$ cat config.mk
export PLATFORM = sky130hd
export DESIGN_NAME = he_poly_dma
export DESIGN_NICKNAME = d
export VERILOG_FILES = /design/src/rtl/he_poly_dma.sv
export SDC_FILE = /design/constraint.sdc
export NUM_CORES = 2
export LEC_CHECK = 0
export ABC_AREA = 1
export CAP_MARGIN = 20
export CORE_UTILIZATION = 40
export CTS_CLUSTER_DIAMETER = 40
export DETAILED_ROUTE_END_ITERATION = 8
export PLACE_DENSITY = 0.56
export SYNTH_ARGS = -nofsm -noshare
export SYNTH_HDL_FRONTEND = slang
export SYNTH_SLANG_ARGS = --single-unit
$ cat constraint.sdc
create_clock -name clk -period 4.7 [get_ports clk]
set_input_delay 0.94 -clock clk [delete_from_list [all_inputs] [get_ports clk]]
set_output_delay 0.94 -clock clk [all_outputs]
set_load 0.02 [all_outputs]
$ cat src/rtl/he_poly_dma.sv
// Memory front-end for the HE relinearization accelerator: loads polynomials into a coefficient
// bank served tile-by-tile to the poly-mul engine, and stores engine results via a 1-entry buffer.
module he_poly_dma #(
  parameter int unsigned BIT_WIDTH   = 32,
  parameter int unsigned DEGREE_N    = 16,
  parameter int unsigned TILE_N      = 4,
  parameter int unsigned NUM_POLYS   = 6,
  parameter int unsigned NUM_OUT     = 32,
  parameter int unsigned ADDR_BITS   = 32,
  parameter int unsigned ADDR_STRIDE = 4
) (
  input  logic                                    clk,
  input  logic                                    rst,
  input  logic                                    start_i,
  input  logic [ADDR_BITS-1:0]                    src_base_i,
  input  logic [ADDR_BITS-1:0]                    dst_base_i,
  output logic                                    ready_o,
  output logic                                    load_done_o,
  output logic                                    done_o,
  output logic                                    mem_read_o,
  output logic [ADDR_BITS-1:0]                    addr_read_o,
  input  logic [BIT_WIDTH-1:0]                    data_i,
  input  logic                                    mem_resp_read_i,
  input  logic [$clog2(NUM_POLYS)-1:0]            rd_poly_i,
  input  logic [$clog2(DEGREE_N/TILE_N)-1:0]      rd_tile_i,
  output logic [TILE_N*BIT_WIDTH-1:0]             tile_o,
  input  logic                                    res_valid_i,
  input  logic [BIT_WIDTH-1:0]                    res_data_i,
  output logic                                    res_ready_o,
  output logic                                    mem_write_o,
  output logic [ADDR_BITS-1:0]                    addr_write_o,
  output logic [BIT_WIDTH-1:0]                    data_o,
  input  logic                                    mem_resp_write_i
);
  localparam int unsigned TotalLoad = NUM_POLYS * DEGREE_N;
  localparam int unsigned LoadW     = $clog2(TotalLoad + 1);
  localparam int unsigned StoreW    = $clog2(NUM_OUT + 1);
  localparam int unsigned CoefW     = $clog2(DEGREE_N);
  localparam int unsigned PolyW     = $clog2(NUM_POLYS);
  localparam int unsigned TOffW     = $clog2(TILE_N);

  typedef enum logic [1:0] {StIdle, StRun, StDone} state_e;

  state_e                      state_q, state_d;
  logic [ADDR_BITS-1:0]        src_q, src_d, dst_q, dst_d;
  logic [LoadW-1:0]            load_cnt_q, load_cnt_d;
  logic [StoreW-1:0]           store_cnt_q, store_cnt_d;
  logic                        buf_full_q, buf_full_d;
  logic [BIT_WIDTH-1:0]        buf_q, buf_d;
  logic [TILE_N*BIT_WIDTH-1:0] tile_q, tile_d;
  logic [BIT_WIDTH-1:0]        bank_q [NUM_POLYS][DEGREE_N];

  logic             load_full, store_full, load_busy, load_fire, res_fire, wr_fire;
  logic [PolyW-1:0] wr_poly;
  logic [CoefW-1:0] wr_coef;

  assign load_full  = load_cnt_q == LoadW'(TotalLoad);
  assign store_full = store_cnt_q == StoreW'(NUM_OUT);
  assign load_busy  = (state_q == StRun) && !load_full;
  assign load_fire  = load_busy && mem_resp_read_i;
  // The buffer is empty whenever ready is considered, so occupancy adds nothing to store_cnt.
  assign res_ready_o = (state_q == StRun) && !buf_full_q && !store_full;
  assign res_fire    = res_valid_i && res_ready_o;
  assign wr_fire     = buf_full_q && mem_resp_write_i;
  assign wr_poly     = PolyW'(load_cnt_q >> CoefW);
  assign wr_coef     = load_cnt_q[CoefW-1:0];

  assign ready_o      = state_q == StIdle;
  assign done_o       = state_q == StDone;
  assign load_done_o  = (state_q != StIdle) && load_full;
  assign mem_read_o   = load_busy;
  assign addr_read_o  = load_busy ?
                        src_q + ADDR_BITS'(load_cnt_q) * ADDR_BITS'(ADDR_STRIDE) : '0;
  assign mem_write_o  = buf_full_q;
  assign addr_write_o = buf_full_q ?
                        dst_q + ADDR_BITS'(store_cnt_q) * ADDR_BITS'(ADDR_STRIDE) : '0;
  assign data_o       = buf_full_q ? buf_q : '0;
  assign tile_o       = tile_q;

  always_comb begin
    state_d     = state_q;
    src_d       = src_q;
    dst_d       = dst_q;
    load_cnt_d  = load_cnt_q;
    store_cnt_d = store_cnt_q;
    buf_full_d  = buf_full_q;
    buf_d       = buf_q;
    case (state_q)
      StIdle: begin
        if (start_i) begin
          state_d     = StRun;
          src_d       = src_base_i;
          dst_d       = dst_base_i;
          load_cnt_d  = '0;
          store_cnt_d = '0;
        end
      end
      StRun:   if (load_full && store_full) state_d = StDone;
      StDone:  state_d = StIdle;
      default: state_d = StIdle;
    endcase
    if (load_fire) load_cnt_d = load_cnt_q + 1'b1;
    // A write response frees the buffer; refill can only happen on a later cycle.
    if (wr_fire) begin
      buf_full_d  = 1'b0;
      store_cnt_d = store_cnt_q + 1'b1;
    end else if (res_fire) begin
      buf_full_d = 1'b1;
      buf_d      = res_data_i;
    end
  end

  always_comb begin
    tile_d = '0;
    for (int t = 0; t < TILE_N; t++) begin
      tile_d[t*BIT_WIDTH +: BIT_WIDTH] = bank_q[rd_poly_i][{rd_tile_i, TOffW'(t)}];
    end
  end

  always_ff @(posedge clk) begin
    if (!rst) begin
      state_q     <= StIdle;
      src_q       <= '0;
      dst_q       <= '0;
      load_cnt_q  <= '0;
      store_cnt_q <= '0;
      buf_full_q  <= 1'b0;
      buf_q       <= '0;
      tile_q      <= '0;
    end else begin
      state_q     <= state_d;
      src_q       <= src_d;
      dst_q       <= dst_d;
      load_cnt_q  <= load_cnt_d;
      store_cnt_q <= store_cnt_d;
      buf_full_q  <= buf_full_d;
      buf_q       <= buf_d;
      tile_q      <= tile_d;
    end
  end

  // Bank contents survive reset; only the write is suppressed while reset is asserted.
  always_ff @(posedge clk) begin
    if (rst && load_fire) bank_q[wr_poly][wr_coef] <= data_i;
  end
endmodule

Yosys cells after proc, flatten, opt, wreduce, memory -nomap -nowiden
Memory sizes are Yosys's and may differ from the RTL's. Cells that the tools add are included.

Register bits after elaboration: 240. Memory bits (writable): 3072. Input bits: 139. Output and inout port bits: 230. Logic and storage cells: 85. Memories: 1.

Memories: bank_q (depth 6, width 512, read ports 1, clocked after memory_dff 0, wr ports 1, RTL line 51) `logic [BIT_WIDTH-1:0] bank_q [NUM_POLYS][DEGREE_N];`.

Add/sub/neg operators: 4. Magnitude comparators: 6. Eq/ne operators: 6. Muxes and demuxes: 28. Bitwise operators: 7. Reduce and logical (&&, ||, !) cells: 25.

Operator list (number): $bmux 32 s4 (4); $mux 512 (1); $mux 32 (12); $demux 32 s4 (1); $add 32x8->32 (1); $add 32x9->32 (1); $ge 5x5->1 const B (5); $not 4->5 (5); $mux 7 (3); $mux 6 (3); $logic_and 1x1->1 (10); $reduce_and 2->1 (5); $reduce_bool 2->1 (5); $add 7x1->7 const B (1); $eq 7x7->1 const B (1); $add 6x1->6 const B (1); $eq 6x6->1 const B (1); $lt 5x1->1 const B (1); $mux 2 (2); $pmux 2 s2 (1); $logic_not 1->1 (3); $eq 2x1->1 const B (1); $eq 2x2->1 const B (1); $logic_not 2->1 (1); 5 further kinds (6).

Depth between registers and ports, before layout
Word-level depth: 7. Depth in mapped cells: 14. Mapped depth without buffers: 13.

Worst setup path after synthesis
No wires, ideal clock.

Kind: input port to flip-flop. From: input mem_resp_read_i. To: memory bank_q[3][0] in the netlist's numbering, enable pin. Setup time: 461 ps. Arrival time: 3471 ps. Required time: 4239 ps. Setup slack: 768 ps. Stages on the path: 4. Buffers on the path: 0. Path through: inv_1 > nor2_4 > nand2_4 > nor3_1.

Longest elaborated chain between the ends: 4.

RTL lines: from (decl) (RTL line 23) `input logic mem_resp_read_i,`; $logic_and 1x1->1 (RTL line 60) `assign load_fire = load_busy && mem_resp_read_i;`; $logic_and 1x1->1 (RTL line 144) `if (rst && load_fire) bank_q[wr_poly][wr_coef] <= data_i;`; $mux 1 (RTL line 144); $mux 512 (not written as such) (RTL line 144); to (decl) (RTL line 51).

Every way passes these cells.

Worst setup path after layout
From: register store_cnt_q[0]. To: output addr_write_o[22].

Longest elaborated chain between the ends: 2.

RTL lines: from (decl) (RTL line 47) `logic [StoreW-1:0] store_cnt_q, store_cnt_d;`; from (signal assigned) (RTL line 135) `store_cnt_q <= store_cnt_d;`; $add 32x8->32 (RTL line 76) `dst_q + ADDR_BITS'(store_cnt_q) * ADDR_BITS'(ADDR_STRIDE) : '0;`; $mux 32 (RTL line 75) `assign addr_write_o = buf_full_q ?`; to (decl) (RTL line 31) `output logic [ADDR_BITS-1:0] addr_write_o,`.

Every way passes these cells.

==> flow_summary.json <==
{
  "status": "finished with violations",
  "violations": "design-rule violations",
  "hold_end": "bank_q[3][317]",
  "die-area_um2": 345000,
  "cp.required_ns": 3.76,
  "clock_latency_ns": 0.97,
  "synth.yosys.warnings": 0,
  "min-delay-start": "data_i[29]",
  "start_util_pct": 40.3,
  "tritoncts": "done",
  "crit_chain": "ha_1 -> inv_1 -> fa_1 -> o21ai_2 -> nand3_1 -> o21ai_0 -> a21oi_1 -> nor2_1 -> clkdlybuf4s50_1",
  "io_buffers": 368,
  "peakVddDrop_mv": 0.379,
  "ys.flop_type": "edfxtp_1",
  "hold_viol_final": 0,
  "io_pins": 369,
  "cts_made_buffers": 468,
  "antenna_found_initial": 41,
  "grt_max_degree": 130,
  "fmax_mhz": 222,
  "vias_per_cell": 5.16,
  "fin_worst_skew_ns": 0.0561,
  "synth-edff-count": 3072,
  "endpoint_kind": "primary output",
  "firstDrtPassIters": 9,
  "cts_max_path_buffers": 4,
  "cts-root-buf": "clkbuf_16",
  "post-cts-setup-buffers": 0,
  "synth-seq-cells": 3312,
  "fin_crit_ns": 4.50,
  "r2r_slack_ns": 1.07,
  "drtIter0Drc": 10500,
  "crit_fanout": 5,
  "placed_area_um2": 148000,
  "synthCells": 12800,
  "synth_cell_types": 40,
  "startpoint_type": "flip-flop",
  "syn-num-nets": 12900,
  "track_usage_pct": 24.4,
  "syn2layout_area_growth_pct": 20.3,
  "power.leakage_nw": 63.0,
  "async_flop_share_pct": 0,
  "setup_tns_ns": 0,
  "reg2reg_from": "load_cnt_q[4]",
  "cts_hold_buf": 0,
  "die_h_um": 587,
  "seq_area_frac_synth_pct": 70.9,
  "drive_gt1_share_pct": 11.3,
  "place.detailed.hpwl_um": 258000,
  "avgRoutedWirePerCell_um": 23.5,
  "grt_overflow": 0,
  "nets": 13400,
  "design_area_um2": 165000,
  "final-instance-count-excl-fill": 18300,
  "critPathKind": "reg2out",
  "fp.dieW_um": 587,
  "rows": 214,
  "r2r_end": "bank_q[4][134]",
  "path_clk_slew_ns": 0.06,
  "hold_class": "in2reg",
  "fillers": 30400,
  "max_slew.worst_pin.slew_ns": 1.12,
  "detail-route-antenna-nets": 0,
  "finalWirelength_um": 430000,
  "cap_violations": 0,
  "route.detailed.drc": 6,
  "cts_resized": 3,
  "grt_pass1_vias": 88300,
  "p_per_area_nw_per_um2": 450,
  "reg2reg_depth": 11,
  "via_count": 94300,
  "htree_levels": 5,
  "gp_congestion": 0.883,
  "grt_pass1_wl_um": 619000,
  "core_area_um2": 340000,
  "syn-cell-area_um2": 137000,
  "worstHoldPathCells": 1,
  "slowest_stage": "clkdlybuf4s50_1",
  "relSlewSlack_pct": 25.1,
  "avgSynthCellArea_um2": 10.7,
  "cp_data_arrival_time_ns": 3.56,
  "cts.sinks": 3312,
  "dp.cells": 17300,
  "period_share_pct": 95.8,
  "setup_viol": 0,
  "drv_slew": 0,
  "cpPeakStageDelay_ns": 0.62
}
==> flip-flops by register name (all words and copies together), names as in the netlist <==
signal / cells
state_q: 2
src_q: 32
mem_write_o: 1
bank_q: 3072
store_cnt_q: 6
tile_o: 128
buf_q: 32
dst_q: 32
load_cnt_q: 7
==> cell usage after synthesis (3+ instances only) <==
cell type     n  area, um2
a21oi_1     547       2740
nor2_1     1549       5810
o21ai_1      52        260
buf_6        18        203
xnor2_1       5       43.8
inv_1       836       3140
nor2_2        3       18.8
or2_2       190       1190
xor2_1        9       78.8
nand3_1    1175       5880
ha_1         19        238
inv_2         3       11.3
buf_2       214       1070
edfxtp_1   3072      92200
nand4_1       7       43.8
o21ai_0     450       2250
buf_1       113        424
dfxtp_1     240       4800
nand2_2       3       18.8
o211ai_1     19        143
nand2_1    3839      14400
nor3_1       21        105
buf_4        40        300
clkbuf_1    334       1250
==> cell type report <==
cell class              instances  area, um2  area share, %
inverters                     842       3220           1.95
diodes                         48        120         0.0729
flip-flops and latches       3312      97100           58.9
repair buffers                736       7800           4.74
clock inverters               346       4200           2.55
multi-input cells            7906      34200           20.7
clock buffers                 538      12500           7.56
well taps                    4536       5680           3.45
==> per-stage QoR <==
stage | power [W] | hold slack, ns | util (%) | worst slack, ns
after floorplan | 0.0353 | 0.430 | - | 0.768
after global placement | 0.0377 | 0.444 | 43.5 | 0.741
after detailed placement | 0.0378 | 0.447 | 43.5 | 0.757
after CTS | 0.0745 | 0.170 | 48.4 | 0.00677
after global routing | 0.0761 | 0.187 | 48.4 | -0.00101
final | 0.0741 | 0.217 | 48.4 | 0.195
==> critical path, delay by kind of cell (launching register included) <==
kind,cells,cell delay [ns]
buffers and inverters,2,0.68
AO/OA/AOI/OAI,3,0.65
adder cells (fa/ha/maj),2,0.59
flip-flops,1,0.39
AND/OR/NAND/NOR,2,0.28
==> cells in the final DEF, fill, tap and decap left out, types with 20 or more instances in the layout <==
master	Yosys	final
a21oi_1	547	546
buf_12	0	110
buf_4	40	289
bufinv_16	0	71
clkbuf_1	334	33
clkbuf_16	0	478
clkbuf_8	0	27
clkdlybuf4s50_1	0	323
clkinv_1	2	27
clkinv_2	0	65
clkinv_4	0	54
clkinvlp_4	0	61
dfxtp_1	240	239
diode_2	0	48
edfxtp_1	3072	3072
inv_1	836	833
inv_6	0	46
nand2_1	3839	3836
nand3_1	1175	1172
nor2_1	1549	1452
nor2_4	1	96
nor3_1	21	20
o21ai_0	450	449
o21ai_1	52	52
or2_2	190	190
==> cell families (layout without fill, tap and decap cells) <==
| group | Yosys count | count (layout) | synth area share [%] |
|---|---|---|---|
| simple gates | 6796 | 6796 | 20.1 |
| compound gates | 1075 | 1075 | 3.98 |
| other cells | 0 | 48 | 0 |
| flops | 3312 | 3312 | 70.9 |
| fa+ha+maj | 21 | 21 | 0.203 |
| xor+xnor | 14 | 14 | 0.0896 |
| buf+inv | 1561 | 2462 | 4.69 |
==> layer usage <==
metal / GRT usage, % / share of wire, % / vias to the layer above
met4: 8.42 / 3.3 / 8
met1: 33.6 / 42 / 46300
met3: 3.73 / 7.6 / 644
li1: - / - / 43900
met5: 0 / 0.013 / -
met2: 39.4 / 47 / 3475
==> worst max path at each step <==
| stage | to | slack (ns) | depth (start not counted) | start |
|---|---|---|---|---|
| 5_1_grt | addr_write_o[22] | -0.001 | 9 | store_cnt_q[0] |
| 3_3_place_gp | addr_write_o[26] | 0.74 | 10 | store_cnt_q[0] |
| 6_report | addr_write_o[22] | 0.20 | 9 | store_cnt_q[0] |
| 3_5_place_dp | bank_q[4][140] | 0.76 | 8 | mem_resp_read_i |
| 4_1_cts | addr_write_o[26] | 0.007 | 10 | store_cnt_q[0] |
| 2_1_floorplan | bank_q[3][0] | 0.77 | 4 | mem_resp_read_i |
==> power breakdown <==
part           switching, W  internal [W]  total [W]  leakage (nW)
Clock                0.0138        0.0231     0.0370          8.03
Combinational       0.00333       0.00125    0.00458          25.3
Sequential         0.000202        0.0324     0.0326          29.6
No activity file was read; power rests on OpenSTA's default activity.
